<file path="config.mk">
export PLATFORM = sky130hd
export DESIGN_NAME = fetch_seq
export DESIGN_NICKNAME = d
export VERILOG_FILES = /design/src/rtl/cr16_pkg.sv /design/src/rtl/pc_reg.sv /design/src/rtl/fetch_seq.sv
export SDC_FILE = /design/constraint.sdc
export NUM_CORES = 1
export LEC_CHECK = 0
export ABC_AREA = 1
export CAP_MARGIN = 25
export CORE_MARGIN = 2
export CORE_UTILIZATION = 47
export DETAILED_ROUTE_END_ITERATION = 10
export PLACE_DENSITY = 0.87
export RECOVER_POWER = 100
export SLEW_MARGIN = 20
export SYNTH_ARGS = -nofsm -noshare
export SYNTH_HDL_FRONTEND = slang
export SYNTH_SLANG_ARGS = --single-unit
</file>
<file path="constraint.sdc">
create_clock -name clk -period 2.22 [get_ports clk]
set_input_delay 0.333 -clock clk [delete_from_list [all_inputs] [get_ports clk]]
set_output_delay 0.333 -clock clk [all_outputs]
set_load 0.02 [all_outputs]
</file>
<file path="src/rtl/cr16_pkg.sv">
// Shared CR16 definitions: sequencer states, memory-opcode constants and classifier.
// Imported by the fetch sequencer and the instruction decoder.
package cr16_pkg;

  localparam int unsigned InstrWidth = 16;

  localparam logic [7:0] OpLoad = 8'h40;
  localparam logic [7:0] OpStor = 8'h44;

  typedef enum logic [2:0] {
    StFetch,
    StWait,
    StExec,
    StMem,
    StMemWb
  } fetch_state_e;

  typedef enum logic [1:0] {
    ClsOther,
    ClsLoad,
    ClsStor
  } instr_cls_e;

  // Takes the {instr[15:12], instr[7:4]} code; anything unrecognised is non-memory.
  function automatic instr_cls_e classify(logic [7:0] code);
    instr_cls_e cls;
    cls = ClsOther;
    if (code == OpLoad) begin
      cls = ClsLoad;
    end else if (code == OpStor) begin
      cls = ClsStor;
    end
    return cls;
  endfunction

endpackage

</file>
<file path="src/rtl/pc_reg.sv">
// Program counter: async reset to ResetPc, then either +1 or a loaded target on en_i.
// Increment wraps naturally at the register width.
module pc_reg
  import cr16_pkg::*;
#(
  parameter logic [InstrWidth-1:0] ResetPc = '0
) (
  input  logic                  clk_i,
  input  logic                  rst_ni,
  input  logic                  en_i,
  input  logic                  load_i,
  input  logic [InstrWidth-1:0] target_i,
  output logic [InstrWidth-1:0] pc_o
);

  localparam logic [InstrWidth-1:0] PcOne = InstrWidth'(1);

  logic [InstrWidth-1:0] pc_d, pc_q;

  always_comb begin
    pc_d = pc_q;
    if (en_i) begin
      pc_d = load_i ? target_i : pc_q + PcOne;
    end
  end

  always_ff @(posedge clk_i or negedge rst_ni) begin
    if (!rst_ni) begin
      pc_q <= ResetPc;
    end else begin
      pc_q <= pc_d;
    end
  end

  assign pc_o = pc_q;

endmodule

</file>
<file path="src/rtl/fetch_seq.sv">
// Instruction fetch/execute sequencer: FETCH -> WAIT -> EXEC [-> MEM [-> MEMWB]].
// Strobes are decoded from the current state and suppressed while stalled or in reset.
module fetch_seq
  import cr16_pkg::*;
#(
  parameter logic [InstrWidth-1:0] RESET_PC = 16'h0000
) (
  input  logic                  clk,
  input  logic                  rst_n,
  input  logic                  stall,
  input  logic [InstrWidth-1:0] mem_rdata,
  input  logic                  pc_load,
  input  logic [InstrWidth-1:0] pc_target,
  output logic [InstrWidth-1:0] mem_addr,
  output logic                  en_A,
  output logic [InstrWidth-1:0] instr,
  output logic                  instr_valid,
  output logic [InstrWidth-1:0] pc,
  output logic                  en_IR,
  output logic                  en_PC,
  output logic                  en_MAR,
  output logic                  en_MDR,
  output logic                  en_B,
  output logic                  mem_wb
);

  fetch_state_e          state_d, state_q;
  logic [InstrWidth-1:0] ir_d, ir_q;
  logic                  refetch_d, refetch_q;
  instr_cls_e            cls;
  logic                  run;

  assign cls = classify({ir_q[15:12], ir_q[7:4]});
  assign run = rst_n & ~stall;

  // A stall while waiting on the BRAM invalidates the pending read; remember it so
  // that the release goes back through FETCH instead of latching stale data.
  always_comb begin
    state_d   = state_q;
    ir_d      = ir_q;
    refetch_d = refetch_q;
    if (stall) begin
      if (state_q == StWait) begin
        refetch_d = 1'b1;
      end
    end else begin
      unique case (state_q)
        StFetch: state_d = StWait;
        StWait: begin
          if (refetch_q) begin
            state_d   = StFetch;
            refetch_d = 1'b0;
          end else begin
            ir_d    = mem_rdata;
            state_d = StExec;
          end
        end
        StExec:  state_d = (cls == ClsOther) ? StFetch : StMem;
        StMem:   state_d = (cls == ClsLoad) ? StMemWb : StFetch;
        StMemWb: state_d = StFetch;
        default: state_d = StFetch;
      endcase
    end
  end

  always_ff @(posedge clk or negedge rst_n) begin
    if (!rst_n) begin
      state_q   <= StFetch;
      ir_q      <= '0;
      refetch_q <= 1'b0;
    end else begin
      state_q   <= state_d;
      ir_q      <= ir_d;
      refetch_q <= refetch_d;
    end
  end

  always_comb begin
    en_A        = run & (state_q == StFetch);
    en_IR       = run & (state_q == StWait) & ~refetch_q;
    instr_valid = run & (state_q == StExec);
    en_PC       = run & (state_q == StExec);
    en_MAR      = run & (state_q == StMem);
    en_B        = run & (state_q == StMem);
    en_MDR      = run & (state_q == StMem) & (cls == ClsStor);
    mem_wb      = run & (state_q == StMemWb);
  end

  // pc_load only matters when en_PC is high, i.e. in an unstalled EXEC.
  pc_reg #(
    .ResetPc (RESET_PC)
  ) u_pc_reg (
    .clk_i    (clk),
    .rst_ni   (rst_n),
    .en_i     (en_PC),
    .load_i   (pc_load),
    .target_i (pc_target),
    .pc_o     (pc)
  );

  assign mem_addr = pc;
  assign instr    = ir_q;

endmodule

</file>
**After elaboration in Yosys (flattened, before gate mapping)**

Index checks and enable logic that the tools add are counted.

- Bits in registers: 36
- Output and inout port bits: 56
- Word-level logic and storage cells: 36

- $add $sub $neg: 1
- Equality and inequality tests: 8
- Multiplexer cells: 10
- Bitwise logic cells: 10
- Reductions and logical operators: 3

Operators by type and width:

| operator | number |
|---|---|
| 16-bit by 1-bit adder with 16-bit output (second input constant) | 1 |
| 8-bit by 7-bit equality test with 1-bit output (second input constant) | 2 |
| 16-bit 2-to-1 mux | 1 |
| 3-bit case mux with 4 select lines | 1 |
| 1-bit AND | 8 |
| 2-bit 2-to-1 mux | 4 |
| 3-bit by 2-bit equality test with 1-bit output (second input constant) | 2 |
| 3-bit by 1-bit equality test with 1-bit output (second input constant) | 1 |
| 3-bit equality test (second input constant) | 1 |
| 3-bit logical NOT | 1 |
| 1-bit 2-to-1 mux | 3 |
| 3-bit 2-to-1 mux | 1 |
| 3-bit AND reduction | 1 |
| 2-bit by 1-bit equality test with 1-bit output (second input constant) | 1 |
| 2-bit equality test (second input constant) | 1 |
| 2-bit logical NOT | 1 |
| 1-bit inverter | 2 |

**Depth between registers and ports, before layout**

Gate-level depths: netlist of run 1.

- Word-level depth: 6
- Depth in mapped cells: 9
- Gate-level depth less buffers: 9

**By module**

From an unflattened synthesis of run 1, not the netlist that was laid out.

- Cells, all modules: 316
- Area, all modules: 2269.7 sq um

Modules (own cells, without submodules):

| module | times used | cells each | area each (sq um) | sequential area each (sq um) |
|---|---|---|---|---|
| pc_reg | 1 | 185 | 1166.1 | 400.4 |
| fetch_seq | 1 | 131 | 1103.6 | 500.5 |

**Worst setup path before layout of run 1**

Ideal clock, no wire load.

- Path kind: register to output
- From: reg state_q[2]
- To: out en_MDR
- Arrival: 1379 ps
- Data required time: 1887 ps
- Setup slack: 508 ps
- Cell stages (with the launch flop): 6
- Path buffers: 0
- Cell sequence: dfrtp_1 -> inv_1 -> nand4_1 -> nor2_1 -> nand3b_1 -> nor2_1

- Cells in the longest elaborated chain, start to end: 3

RTL lines:

| element | RTL line | RTL |
|---|---|---|
| start: declaration | fetch_seq.sv:27 | `fetch_state_e state_d, state_q;` |
| start signal: assignment | fetch_seq.sv:68 | `state_q <= StFetch;` |
| start signal: assignment | fetch_seq.sv:72 | `state_q <= state_d;` |
| 3-bit by 2-bit equality test with 1-bit output | n/a |  |
| 1-bit AND | n/a |  |
| net en_B | fetch_seq.sv:23 | `output logic en_B,` |
| 1-bit AND | fetch_seq.sv:85 | `en_MDR = run & (state_q == StMem) & (cls == ClsStor);` |
| end: declaration | fetch_seq.sv:22 | `output logic en_MDR,` |

The timed path passes the listed nets, and every way through them passes these cells.

**Final worst setup path of run 1**

- From: in stall
- To: out mem_wb

- Cells in the longest elaborated chain, start to end: 3

RTL lines:

| element | RTL line | RTL |
|---|---|---|
| start: declaration | fetch_seq.sv:10 | `input logic stall,` |
| 1-bit inverter (no source line) | n/a |  |
| 1-bit AND | fetch_seq.sv:34 | `assign run = rst_n & ~stall;` |
| 1-bit AND | fetch_seq.sv:86 | `mem_wb = run & (state_q == StMemWb);` |
| end: declaration | fetch_seq.sv:24 | `output logic mem_wb` |

Every way passes these cells.

==> run summary, run 1 <==
====================================================================================
TritonCTS clock tree ..................................................          yes
HPWL reported at the end of detailed placement ........................      4.37 mm
Die area ..............................................................     5310 um2
Largest vdd supply drop ...............................................     0.636 mV
Unique cell type count in the Yosys netlist ...........................           31
First-pass GRT wire length ............................................      9.56 mm
Floorplan row count ...................................................           25
CTS H-Tree Depth ......................................................            2
Area occupied by multi-input gates ....................................      978 um2
Average wire per standard cell ........................................      12.8 um
Count of buffers inserted at the top-level ports ......................           91
Data arrival time at the worst-slack endpoint .........................      1.85 ns
Period utilization ....................................................        98.4%
Die height ............................................................      72.9 um
Horizontal extent of the die ..........................................      72.9 um
Worst Path Max Fanout .................................................            4
Drt drc ...............................................................            0
Net count after synthesis .............................................          346
Leakage power .........................................................      1.52 nW
Detailed Routing Iterations Pass 1 ....................................            4
Pins over their slew limit ............................................            0
Leftover overflow at the end of global routing ........................            0
Number of flops mapped to enable cells by yosys .......................            0
Top cells by count, synth ............................................. 89 x nand2_1, 39 x nor2_1, 36 x dfrtp_1
I/O pin count .........................................................           92
Vias in the first global route ........................................         2161
Smallest setup slack after layout .....................................    0.0362 ns
Detailed route wirelength on metal2 ...................................      2.78 mm
Synth-to-layout area growth ...........................................        39.0%
Starting density of the core ..........................................        47.9%
Min-delay worst type ..................................................     in2async
Maximum number of pins on one net before global-route repair ..........           27
Routability congestion estimate from global placement .................        0.865
Post-layout net count .................................................          428
Topmost layer with routed signal wires ................................         met4
Cells after DPL .......................................................          438
Antenna violations before repair ......................................            0
Maximum buffer depth of the clock tree ................................            2
Fraction of final layout cells sized beyond drive strength 1 ..........        7.14%
Yosys warning total ...................................................            0
Share of Yosys cell area claimed by the top area cell type ............        40.4%
Most frequent cell after synthesis ....................................      nand2_1
CP startpoint kind .................................................... primary input
Largest cells by area after synthesis ................................. dfrtp_1 40%, nand2_1 15%, nand3_1 7.4%
M1 wire length ........................................................      2.24 mm
All-Layer GR Usage ....................................................        23.0%
DR vias/cell ..........................................................         5.13
Final Instance Count excl. Fillers ....................................          446
Diode count ...........................................................            0
Run status ............................................................ finished clean
Number of sinks driven by the clock tree ..............................           36
Core footprint ........................................................     4660 um2
Clk pin slew, worst setup/hold paths ..................................      0.07 ns
Clk Tree Root Cell ....................................................     clkbuf_8
Sort of element at the end of the critical path ....................... primary output
Share of flip-flops with an asynchronous set or reset after synthesis .         100%
Power density over the cells ..........................................  1220 nW/um2
Min cycle time layout .................................................      2.18 ns
Total power consumption of the routed design ..........................      3.79 mW
Pre-CTS worst setup slack .............................................   -0.0169 ns
Final setup viols .....................................................            0
Seq/Total Area, Yosys .................................................        40.4%
Layout Skew ...........................................................   0.00561 ns
Hold Vio Cnt, Final ...................................................            0
Number of storage elements in the synthesis netlist ...................           36
Number of antenna-violating nets in the routed design .................            0
Wire length after detailed routing ....................................      5.69 mm
Category of the most critical setup path ..............................       in2out
Number of instances in the synthesized netlist ........................          309
Number of vias after detailed routing .................................         2288
Slew Limit Headroom ...................................................        5.90%
MaxCap Viol Count .....................................................            0
Area leader, netlist ..................................................      dfrtp_1
Worst Max-Slew Pin Slew ...............................................      1.41 ns
Commonest register cell after synthesis ...............................      dfrtp_1
Sequential cell area in the final layout ..............................      901 um2
Average cell area after synthesis .....................................     7.22 um2
Number of filler instances in the final layout ........................          413
Insertion delay to the later sink of the worst-skew pair ..............      0.29 ns
Required time of the critical path ....................................      1.89 ns
Highest attainable clock frequency ....................................    0.458 GHz
Iteration-0 DRC Markers ...............................................          150
Routed length on met3 .................................................       600 um
TritonCTS buffer count ................................................            5
Post-synthesis instance area ..........................................     2230 um2
====================================================================================
## what timing repair did
item | 4_1_cts | 5_1_grt
resized for setup | 2 | 5
endpoints found under the hold margin | 0 | 0
endpoints found under the setup margin | 2 | 5
buffers inserted | 0 | 0
hold buffers | 0 | 0
## cells by family (layout without fill, tap and decap cells)
group / after synthesis / in the layout / share of synthesized area (%)
AO/OA/AOI/OAI: 31 / 31 / 7.96
adder cells (fa/ha/maj): 1 / 1 / 0.561
buffers and inverters: 59 / 142 / 14.8
flip-flops: 36 / 36 / 40.4
AND/OR/NAND/NOR: 182 / 182 / 36.3
## worst paths after layout
kind | slack [ns] | startpoint | cells past startpoint | endpoint
max in group asynchronous | 0.85 | rst_n | 2 | u_pc_reg.pc_o[0]
min reg2reg | 0.47 | instr[9] | 2 | instr[9]
min in group clk | 0.47 | instr[9] | 2 | instr[9]
min | 0.17 | rst_n | 2 | instr[6]
max reg2reg | 0.26 | state_q[2] | 9 | u_pc_reg.pc_o[8]
max | 0.04 | stall | 6 | mem_wb
## state kept, by name (all words and copies together) (netlist names)
| signal | flops |
|---|---|
| state_q | 3 |
| refetch_q | 1 |
| instr | 16 |
| u_pc_reg.pc_o | 16 |
## where the power goes
part           internal, mW  switching (mW)  leakage, nW
logic                 0.851            1.20         1.02
clock network         0.248           0.234       0.0510
registers             0.943           0.320        0.442
## cell type report
class                           instances  share of cell area (%)
Tap cell                               54                    2.18
Multi-Input combinational cell        214                    31.6
Clock inverter                          2                   0.323
Timing Repair Buffer                  102                    30.2
Inverter                               32                    4.04
Clock buffer                            6                    2.66
Sequential cell                        36                    29.1
## worst max-delay path, cell delays in order
cell and delay, ns:
clkdlybuf4s50_1 0.46, inv_4 0.07, buf_4 0.13, nand2_4 0.06
nor3_1 0.17, clkdlybuf4s50_1 0.63
## routing by layer
layer,global-route usage [%],vias up
li1,-,1128
met1,27.3,1026
met2,39.4,125
met3,7.60,9
met4,6.79,0
met5,0,-
## through the flow
| step | util (%) | TNS, ns | instance area [um2] | hold WS [ns] |
|---|---|---|---|---|
| 2_1_floorplan | - | 0 | 2230 | 0.0374 |
| 3_3_place_gp | 66.1 | -0.00373 | 3080 | 0.361 |
| 3_5_place_dp | 66.1 | -0.0169 | 3080 | 0.361 |
| 4_1_cts | 68.1 | 0 | 3170 | 0.0499 |
| 5_1_grt | 66.5 | -0.0323 | 3100 | 0.228 |
| 6_report | 66.5 | 0 | 3100 | 0.166 |
## cell usage in the layout, fill, tap and decap left out, types with 5 or more instances in the layout
cell type        netlist  routed
dfrtp_1               36      36
nand3_1               33      33
clkdlybuf4s50_1        0      35
nand4_1                5       5
nor2_1                39      41
inv_1                 28      29
clkbuf_8               0       6
nand2_1               89      90
dlygate4sd3_1          0      48
a21oi_1               10      11
buf_4                 20       6
o21ai_0               10      11
clkbuf_1               2      10
Power figures use the tool's default switching activity.
==> inputs of run 2 (changes only) <==
--- a/config.mk
+++ b/config.mk
@@ -12,7 +12,7 @@
 export DETAILED_ROUTE_END_ITERATION = 10
 export PLACE_DENSITY = 0.87
 export RECOVER_POWER = 100
-export SLEW_MARGIN = 20
+export SLEW_MARGIN = 0
 export SYNTH_ARGS = -nofsm -noshare
 export SYNTH_HDL_FRONTEND = slang
 export SYNTH_SLANG_ARGS = --single-unit
==> results of run 2 <==
Same layout as run 1: the final DEF is identical, and so are final timing and power.
